==> src/rtl/axicb_fifo_pkg.sv <==
// Purpose: shared sizing helpers and parameter legality checks for the crossbar FIFOs.
// Latency: n/a (elaboration-time constants only).
// Backpressure: n/a.
package axicb_fifo_pkg;

    // Total words the FWFT FIFO can hold: storage array plus the output register.
    function automatic int fifo_cap(input int aw);
        return (2 ** aw) + 1;
    endfunction

    // almost_full threshold must be reachable and non-trivial.
    function automatic bit af_thresh_ok(input int aw, input int thresh);
        return (thresh >= 1) && (thresh <= fifo_cap(aw));
    endfunction

    // almost_empty threshold must leave the full state distinguishable.
    function automatic bit ae_thresh_ok(input int aw, input int thresh);
        return (thresh >= 0) && (thresh <= fifo_cap(aw) - 1);
    endfunction

endpackage

==> src/rtl/axicb_scfifo_fwft_if.sv <==
// Purpose: bundles the FIFO data path, handshake and status signals.
// Latency: n/a (wires only).
// Backpressure: producer watches full/almost_full, consumer watches empty.
interface axicb_scfifo_fwft_if #(
    parameter int ADDR_WIDTH = 4,
    parameter int DATA_WIDTH = 8
);
    logic                  flush;
    logic [DATA_WIDTH-1:0] data_in;
    logic                  push;
    logic                  full;
    logic [DATA_WIDTH-1:0] data_out;
    logic                  pull;
    logic                  empty;
    logic [ADDR_WIDTH:0]   count;
    logic                  almost_full;
    logic                  almost_empty;
    logic                  overflow;
    logic                  underflow;

    // FIFO side.
    modport slave (
        input  flush, data_in, push, pull,
        output full, data_out, empty, count, almost_full, almost_empty, overflow, underflow
    );

    // User side.
    modport master (
        output flush, data_in, push, pull,
        input  full, data_out, empty, count, almost_full, almost_empty, overflow, underflow
    );
endinterface

==> src/rtl/axicb_fifo_regfile.sv <==
// Purpose: storage array, synchronous write, asynchronous read, no reset.
// Latency: write visible on the read port the cycle after wr_en.
// Backpressure: none; the caller guarantees it never overwrites live words.
module axicb_fifo_regfile #(
    parameter int ADDR_WIDTH = 4,
    parameter int DATA_WIDTH = 8
) (
    input  logic                  aclk,
    input  logic                  wr_en,
    input  logic [ADDR_WIDTH-1:0] addr_in,
    input  logic [DATA_WIDTH-1:0] data_in,
    input  logic [ADDR_WIDTH-1:0] addr_out,
    output logic [DATA_WIDTH-1:0] data_out
);
    logic [DATA_WIDTH-1:0] mem [2**ADDR_WIDTH];

    // Store the incoming word at the write address.
    always_ff @(posedge aclk) begin
        if (wr_en) begin
            mem[addr_in] <= data_in;
        end
    end

    assign data_out = mem[addr_out];
endmodule

==> src/rtl/axicb_scfifo_fwft.sv <==
// Purpose: single-clock first-word-fall-through FIFO with registered head word and status.
// Latency: push to visible data_out is 1 cycle; all status outputs come from registers.
// Backpressure: push refused while full (sets overflow), pull refused while empty (sets underflow).
module axicb_scfifo_fwft
    import axicb_fifo_pkg::*;
#(
    parameter int ADDR_WIDTH = 4,
    parameter int DATA_WIDTH = 8,
    parameter int AF_THRESH  = 2 ** ADDR_WIDTH - 1,
    parameter int AE_THRESH  = 1
) (
    input  logic                 aclk,
    input  logic                 aresetn,
    input  logic                 srst,
    axicb_scfifo_fwft_if.slave   fifo
);
    localparam int                CAP     = fifo_cap(ADDR_WIDTH);
    localparam logic [ADDR_WIDTH:0] CAP_V   = CAP[ADDR_WIDTH:0];
    localparam logic [ADDR_WIDTH:0] AF_V    = AF_THRESH[ADDR_WIDTH:0];
    localparam logic [ADDR_WIDTH:0] AE_V    = AE_THRESH[ADDR_WIDTH:0];
    localparam logic [ADDR_WIDTH:0] PTR_ONE = {{ADDR_WIDTH{1'b0}}, 1'b1};

    if (!af_thresh_ok(ADDR_WIDTH, AF_THRESH)) begin : g_bad_af
        $error("axicb_scfifo_fwft: AF_THRESH out of range 1..CAP");
    end
    if (!ae_thresh_ok(ADDR_WIDTH, AE_THRESH)) begin : g_bad_ae
        $error("axicb_scfifo_fwft: AE_THRESH out of range 0..CAP-1");
    end

    logic [ADDR_WIDTH:0]   wrptr;
    logic [ADDR_WIDTH:0]   rdptr;
    logic [ADDR_WIDTH:0]   count_q;
    logic [ADDR_WIDTH:0]   arr_cnt;
    logic                  out_valid;
    logic [DATA_WIDTH-1:0] dout_q;
    logic [DATA_WIDTH-1:0] rd_dat;
    logic                  overflow_q;
    logic                  underflow_q;
    logic                  full_w;
    logic                  empty_w;
    logic                  push_ok;
    logic                  pull_ok;
    logic                  out_free;
    logic                  refill;
    logic                  direct;
    logic                  wr_en;

    // Accept decisions use registered full/empty only, so a same-cycle pull never frees room for a push.
    assign full_w   = (count_q == CAP_V);
    assign empty_w  = ~out_valid;
    assign push_ok  = fifo.push & ~full_w;
    assign pull_ok  = fifo.pull & ~empty_w;
    assign arr_cnt  = wrptr - rdptr;
    assign out_free = ~out_valid | pull_ok;
    assign refill   = (arr_cnt != '0) & out_free;
    assign direct   = push_ok & (arr_cnt == '0) & out_free;
    assign wr_en    = push_ok & ~direct & ~fifo.flush & ~srst;

    axicb_fifo_regfile #(
        .ADDR_WIDTH (ADDR_WIDTH),
        .DATA_WIDTH (DATA_WIDTH)
    ) u_regfile (
        .aclk     (aclk),
        .wr_en    (wr_en),
        .addr_in  (wrptr[ADDR_WIDTH-1:0]),
        .data_in  (fifo.data_in),
        .addr_out (rdptr[ADDR_WIDTH-1:0]),
        .data_out (rd_dat)
    );

    // Pointer, occupancy, output-valid and sticky error flag bookkeeping.
    always_ff @(posedge aclk or negedge aresetn) begin
        if (!aresetn) begin
            wrptr       <= '0;
            rdptr       <= '0;
            count_q     <= '0;
            out_valid   <= 1'b0;
            overflow_q  <= 1'b0;
            underflow_q <= 1'b0;
        end else if (srst) begin
            wrptr       <= '0;
            rdptr       <= '0;
            count_q     <= '0;
            out_valid   <= 1'b0;
            overflow_q  <= 1'b0;
            underflow_q <= 1'b0;
        end else if (fifo.flush) begin
            wrptr     <= '0;
            rdptr     <= '0;
            count_q   <= '0;
            out_valid <= 1'b0;
        end else begin
            if (wr_en) begin
                wrptr <= wrptr + PTR_ONE;
            end
            if (refill) begin
                rdptr <= rdptr + PTR_ONE;
            end
            if (refill | direct) begin
                out_valid <= 1'b1;
            end else if (pull_ok) begin
                out_valid <= 1'b0;
            end
            count_q <= count_q + {{ADDR_WIDTH{1'b0}}, push_ok} - {{ADDR_WIDTH{1'b0}}, pull_ok};
            if (fifo.push & full_w) begin
                overflow_q <= 1'b1;
            end
            if (fifo.pull & empty_w) begin
                underflow_q <= 1'b1;
            end
        end
    end

    // Head-word register: refill from the array wins over the direct bypass; flush leaves it untouched.
    always_ff @(posedge aclk or negedge aresetn) begin
        if (!aresetn) begin
            dout_q <= '0;
        end else if (srst) begin
            dout_q <= '0;
        end else if (!fifo.flush) begin
            if (refill) begin
                dout_q <= rd_dat;
            end else if (direct) begin
                dout_q <= fifo.data_in;
            end
        end
    end

    assign fifo.full         = full_w;
    assign fifo.empty        = empty_w;
    assign fifo.data_out     = dout_q;
    assign fifo.count        = count_q;
    assign fifo.almost_full  = (count_q >= AF_V);
    assign fifo.almost_empty = (count_q <= AE_V);
    assign fifo.overflow     = overflow_q;
    assign fifo.underflow    = underflow_q;
endmodule

==> src/flat_wrapper.sv <==
// flat-port wrapper written by rule: the top's interface ports become plain ports
module axicb_scfifo_fwft_flat import axicb_fifo_pkg::*;
#(
    parameter int ADDR_WIDTH = 4,
    parameter int DATA_WIDTH = 8,
    parameter int AF_THRESH  = 2 ** ADDR_WIDTH - 1,
    parameter int AE_THRESH  = 1
)
  (aclk, aresetn, srst, fifo_flush, fifo_data_in, fifo_push, fifo_pull, fifo_full, fifo_data_out, fifo_empty, fifo_count, fifo_almost_full, fifo_almost_empty, fifo_overflow, fifo_underflow);
  axicb_scfifo_fwft_if #(.ADDR_WIDTH(ADDR_WIDTH), .DATA_WIDTH(DATA_WIDTH)) fifo_i ();
  input  logic aclk;
  input  logic aresetn;
  input  logic srst;
  input wire logic [$bits(fifo_i.flush)-1:0] fifo_flush;
  input wire logic [$bits(fifo_i.data_in)-1:0] fifo_data_in;
  input wire logic [$bits(fifo_i.push)-1:0] fifo_push;
  input wire logic [$bits(fifo_i.pull)-1:0] fifo_pull;
  output wire logic [$bits(fifo_i.full)-1:0] fifo_full;
  output wire logic [$bits(fifo_i.data_out)-1:0] fifo_data_out;
  output wire logic [$bits(fifo_i.empty)-1:0] fifo_empty;
  output wire logic [$bits(fifo_i.count)-1:0] fifo_count;
  output wire logic [$bits(fifo_i.almost_full)-1:0] fifo_almost_full;
  output wire logic [$bits(fifo_i.almost_empty)-1:0] fifo_almost_empty;
  output wire logic [$bits(fifo_i.overflow)-1:0] fifo_overflow;
  output wire logic [$bits(fifo_i.underflow)-1:0] fifo_underflow;
  assign fifo_i.flush = fifo_flush;
  assign fifo_i.data_in = fifo_data_in;
  assign fifo_i.push = fifo_push;
  assign fifo_i.pull = fifo_pull;
  assign fifo_full = fifo_i.full;
  assign fifo_data_out = fifo_i.data_out;
  assign fifo_empty = fifo_i.empty;
  assign fifo_count = fifo_i.count;
  assign fifo_almost_full = fifo_i.almost_full;
  assign fifo_almost_empty = fifo_i.almost_empty;
  assign fifo_overflow = fifo_i.overflow;
  assign fifo_underflow = fifo_i.underflow;
  axicb_scfifo_fwft #(.ADDR_WIDTH(ADDR_WIDTH), .DATA_WIDTH(DATA_WIDTH), .AF_THRESH(AF_THRESH), .AE_THRESH(AE_THRESH)) u_core (.aclk(aclk), .aresetn(aresetn), .srst(srst), .fifo(fifo_i));
endmodule
==> config.mk <==
export PLATFORM = sky130hd
export DESIGN_NAME = axicb_scfifo_fwft_flat
export DESIGN_NICKNAME = d
export VERILOG_FILES = /design/src/rtl/axicb_fifo_pkg.sv /design/src/rtl/axicb_scfifo_fwft_if.sv /design/src/rtl/axicb_fifo_regfile.sv /design/src/rtl/axicb_scfifo_fwft.sv /design/src/flat_wrapper.sv
export SDC_FILE = /design/constraint.sdc
export NUM_CORES = 1
export LEC_CHECK = 0
export ABC_AREA = 1
export BUFFER_PORTS_ARGS = -buffer_cell sky130_fd_sc_hd__buf_2
export CAP_MARGIN = 10
export CORE_ASPECT_RATIO = 1.4
export CORE_MARGIN = 5
export CORE_UTILIZATION = 27
export CTS_CLUSTER_DIAMETER = 150
export DETAILED_ROUTE_END_ITERATION = 8
export PLACE_DENSITY = 0.52
export SYNTH_ARGS = -nofsm -noshare
export SYNTH_HDL_FRONTEND = slang
export SYNTH_SLANG_ARGS = --single-unit
==> constraint.sdc <==
create_clock -name aclk -period 4.15 [get_ports aclk]
set_input_delay 0.6225 -clock aclk [delete_from_list [all_inputs] [get_ports aclk]]
set_output_delay 0.6225 -clock aclk [all_outputs]
set_load 0.03 [all_outputs]
* Word-level counts from Yosys, hierarchy flattened
Memory sizes are Yosys's and may differ from the RTL's.
Index checks and enable logic that the tools add are counted.
** Storage, ports and cells
- Bits in writable memories :: 128
- Input bits :: 14
- Memories kept :: 1
- Register bits :: 26
** Memories
- u_core.u_regfile.mem :: words 16, width 8, read ports 1, clocked after memory_dff 0, write ports 1, line axicb_fifo_regfile.sv:15 : logic [DATA_WIDTH-1:0] mem [2**ADDR_WIDTH];
** Operators by class
- Magnitude comparators :: 2
- Reductions and logical operators :: 11
- Multiplexer cells :: 24
- Bitwise operators :: 17
- Eq/ne operators :: 2
- Add/sub/neg operators :: 5
** Operator list (count)
- $mux 5 :: 8
- $mux 8 :: 4
- $mux 1 :: 12
- $add 5x1->5 const B :: 2
- $and 1x1->1 :: 10
- $reduce_bool 3->1 :: 3
- $reduce_and 2->1 :: 3
- $add 5x1->5 :: 1
- $eq 5x5->1 const B :: 1
- $ge 5x4->1 const B :: 1
- $le 5x1->1 const B :: 1
- $logic_not 5->1 :: 1
- $not 1->1 :: 5
- $reduce_bool 5->1 :: 1
- $sub 5x1->5 :: 1
- $sub 5x5->5 :: 1
- $reduce_bool 2->1 :: 2
- $reduce_bool 4->1 :: 1
- $ne 2x2->1 const B :: 1
- $or 1x1->1 :: 2

* Logic depth before layout (Yosys ltp)
- Depth in word-level cells :: 12
- Depth in mapped cells :: 17
- Gate-level depth less buffers :: 14

* Modules after synthesis
A second synthesis with hierarchy kept.
** Second synthesis, totals
- Cells, all modules :: 773
- Area, all modules :: 7475.9 µm²
** By module, submodules not included
- axicb_fifo_regfile :: area an instance 5606.6 µm², instances 1, cells an instance 543
- axicb_scfifo_fwft :: area an instance 1869.3 µm², instances 1, cells an instance 230

* Worst setup path before layout
OpenSTA, ideal clock, no wires.
- Path type :: reg2reg
- From :: reg u_core.rdptr[3]
- To :: mem u_core.u_regfile.mem[0][0] (enable)
- Arrival :: 2.077 ns
- Cell stages (with the launch flop) :: 13
- Path buffers :: 1
- Required time :: 3.780 ns
- Period minus slack after synthesis :: 2.447 ns
- Path slack :: 1.703 ns
- Cell sequence :: dfrtp_1 > inv_1 > clkbuf_1 > ha_1 > nor2_1 > nand3_1 > nand2_1 > nor2_4 > nand3_2 > nand2_2 > inv_2 > nand2_1 > nor2_1
** On the way
- Word-level cells in the longest chain between the ends :: 10
** Ends and longest elaborated chain
- start: declaration :: line axicb_scfifo_fwft.sv:31 : logic [ADDR_WIDTH:0] rdptr;
- start signal: assignment :: line axicb_scfifo_fwft.sv:97 : rdptr <= rdptr + PTR_ONE;
- $sub 5x5->5 :: line axicb_scfifo_fwft.sv:53 : assign arr_cnt = wrptr - rdptr;
- $logic_not 5->1 :: line axicb_scfifo_fwft.sv:56 : assign direct = push_ok & (arr_cnt == '0) & out_free;
- $and 1x1->1 (2 in series) :: line axicb_scfifo_fwft.sv:56
- $not 1->1 :: line axicb_scfifo_fwft.sv:57 : assign wr_en = push_ok & ~direct & ~fifo.flush & ~srst;
- $and 1x1->1 (3 in series) :: line axicb_scfifo_fwft.sv:57
- $mux 1 :: line axicb_fifo_regfile.sv:19 : if (wr_en) begin
- $mux 1 (implied by the code) :: line axicb_fifo_regfile.sv:20 : mem[addr_in] <= data_in;
- end: declaration :: line axicb_fifo_regfile.sv:15
No other way between the ends.

* Final worst setup path
- From :: reg u_core.rdptr[2]
- To :: mem u_core.u_regfile.mem[0][6] (enable)
Same word-level chain as after synthesis.

==> flow_summary_export.csv <==
group,metric,value,unit
power,peakVddDrop,194,uV
synthesis,synthCells,698,
global_routing,grt_overflow,0,
setup_path,timing.rr.end,"u_core.u_regfile.mem[0][6]",
clock_network,clock_path_buffers,2,
final_layout,final_util,31.0,%
synthesis,synth_edf_count,128,
floorplanning,dieWidth,147,um
synthesis,netlist.top_cell.by_area,"edfxtp_1",
floorplanning,start_util,27.2,%
setup_path,arrival,2.91,ns
outcome,outcome,"complete, no violations",
drt,first_pass_iters,6,
final_layout,num_antenna_cells,0,
timing,finClkSkew,0.00740,ns
final_layout,drive_gt1_share,11.4,%
timing,tightest_slew,1.15,ns
drt,drtAntennaViolNets,0,
final_layout,area_growth_syn_to_layout,14.0,%
placed_design,dpl.cell_count,1029,
drt,drc,0,
setup_path,rr_startpoint,"u_core.rdptr[2]",
clock_network,cts_made_buffers,17,
floorplanning,fp.dieArea,0.0296,mm2
clock_network,htree_levels,4,
timing,fmax,0.349,GHz
clock_network,clock-sinks,154,
placed_design,port_buffers,32,
setup_path,reg2reg_slack,1.29,ns
drt,wirelength,17.5,mm
clock_network,clk_latency,0.42,ns
setup_path,crit_path_end_kind,"flip-flop",
setup_path,critPathRequiredTime,4.20,ns
drt,avgViaCountPerCell,4.51,
clock_network,cts_setup_buffers,0,
final_layout,fin_nets,760,
power,power,3.73,mW
clock_network,holdBufCountCts,0,
timing,post-route-period-util,69.0,%
timing,holdWs,0.209,ns
global_routing,antenna_found_initial,0,
placed_design,place.gp.congestion,0.818,
final_layout,fillers,2644,
synthesis,yosys_warnings,0,
synthesis,yosysSeqAreaShare,63.6,%
global_routing,grt_usage,12.0,%
job,drv_cap,0,
timing,relSlewSlack,23.2,%
timing,final_hold_viol_count,0,
power,p_per_area,463,mW/mm2
drt,drtIter0Drc,323,
placed_design,hpwl,11.7,mm
synthesis,ys_ff_latch,154,
floorplanning,rows,70,
synthesis,synth_nets,734,
synthesis,async_reset_ff_share,16.9,%
floorplanning,core_area,0.0260,mm2
power,p_leak,3.28,nW
worst_hold_path,hold_path.class,"input pin to async pin",
floorplanning,die_h,201,um
setup_path,crit_fanout,13,
timing,finalMaxSlewViolations,0,
synthesis,synth_cell_types,34,
global_routing,first_global_vias,4696,
synthesis,avgSynthCellArea,10.1,um2
synthesis,synth_ff_type,"edfxtp_1",
synthesis,synth_area_leaders,"edfxtp_1, nand2_1, dfrtp_1, nand3_1, ha_1",
synthesis,ys_top_cells_by_count,"nand2_1, edfxtp_1, nand3_1",
final_layout,stdcell_count,1061,
setup_path,criticalPathCategory,"flip-flop to flip-flop",
synthesis,synth_top_area_share,54.4,%
clock_network,tritoncts,"built",
timing,rsz0062_at_grt,"no",
drt,wl_per_cell,16.5,um
setup_path,r2r_cells,11,
clock_network,clk_pin_slew,0.07,ns
floorplanning,ios,33,
synthesis,syn_area,0.00707,mm2
drt,vias,4789,
global_routing,grt_max_degree,67,
setup_path,cp-start-kind,"flip-flop",
timing,setup_tns,0,ns
clock_network,root_buffer,"clkbuf_16",
global_routing,grt_pass1_wl,27.1,mm
synthesis,yosysMostFrequentCell,"nand2_1",
timing,setup_viol_count_final,0,
clock_network,cts_resized,0,
timing,post-route-min-period,2.86,ns
==> worst max-delay path by stage <==
stage	end	depth (start not counted)	start
after floorplan	u_core.u_regfile.mem[0][0]	12	u_core.rdptr[3]
after global placement	u_core.u_regfile.mem[10][0]	11	u_core.rdptr[2]
after detailed placement	u_core.u_regfile.mem[13][2]	10	u_core.rdptr[2]
after CTS	u_core.u_regfile.mem[0][6]	10	u_core.rdptr[2]
after global routing	u_core.u_regfile.mem[13][0]	10	u_core.rdptr[2]
final	u_core.u_regfile.mem[0][6]	11	u_core.rdptr[2]
==> through the flow <==
step / instance area, um2 / worst slack, ns
2_1_floorplan: 7070 / 1.70
3_3_place_gp: 7490 / 1.34
3_5_place_dp: 7490 / 1.28
4_1_cts: 8060 / 1.28
5_1_grt: 8060 / 1.04
6_report: 8060 / 1.29
==> flip-flops by register name (all words and copies together) (netlist names) <==
signal / count
u_core.u_regfile.mem: 128
u_core.out_valid: 1
u_core.fifo.underflow: 1
u_core.fifo.overflow: 1
u_core.wrptr: 5
u_core.fifo.count: 5
u_core.fifo.data_out: 8
u_core.rdptr: 5
==> placed cells by master, fill, tap and decap left out, drive strengths merged <==
| master | instances |
|---|---|
| nand2 | 264 |
| edfxtp | 128 |
| nand3 | 105 |
| inv | 63 |
| buf | 35 |
| nor2 | 29 |
| dfrtp | 26 |
| ha | 21 |
| clkbuf | 17 |
| o21ai | 12 |
| a21oi | 9 |
| clkinv | 7 |
| xor2 | 5 |
| nor3 | 4 |
| nand4 | 3 |
| clkinvlp | 3 |
| o21ba | 1 |
| a32o | 1 |
| a31oi | 1 |
| o31ai | 1 |
| fa | 1 |
| bufinv | 1 |
==> layout make-up <==
class                           count  area, um2  area share, %
Multi-Input combinational cell    457       2190           27.1
Tap cell                          324        405           5.03
Timing Repair Buffer               35        183           2.27
Inverter                           59        224           2.78
Sequential cell                   154       4500           55.8
Clock inverter                     15        140           1.74
Clock buffer                       17        425           5.28
==> logic make-up (layout without fill, tap and decap cells) <==
family	count (synthesis)	count (layout)	share of synthesized area (%)
AO/OA/AOI/OAI	25	25	2.23
XOR/XNOR	5	5	0.726
adder cells (fa/ha/maj)	22	22	4.00
buffers and inverters	87	126	5.47
flip-flops	154	154	63.6
AND/OR/NAND/NOR	405	405	24.0
==> where the power goes <==
| part | internal, mW | switching (mW) | leakage (nW) |
|---|---|---|---|
| Combinational | 0.135 | 0.362 | 1.51 |
| Clock | 0.838 | 0.672 | 0.270 |
| Sequential | 1.71 | 0.0204 | 1.50 |
| Total | 2.68 | 1.06 | 3.28 |
==> per-layer routing <==
layer / vias to the layer above / track usage, % / share of wire [%]
li1: 2369 / - / -
met1: 2281 / 14.3 / 42
met2: 106 / 21.3 / 52
met3: 33 / 1.87 / 2.7
met4: 0 / 5.45 / 2.8
met5: - / 0 / 0
==> critical path, stage by stage, from the launching register on <==
cell and delay, ns:
dfrtp_1 0.59, inv_2 0.17, ha_1 0.33, inv_1 0.06, nand2_1 0.05, nand3_1 0.11, nor2_4 0.07, nand3_2 0.10
nand2_2 0.10, inv_2 0.12, nand2_1 0.14, nor2_1 0.64
Power figures use the tool's default switching activity.
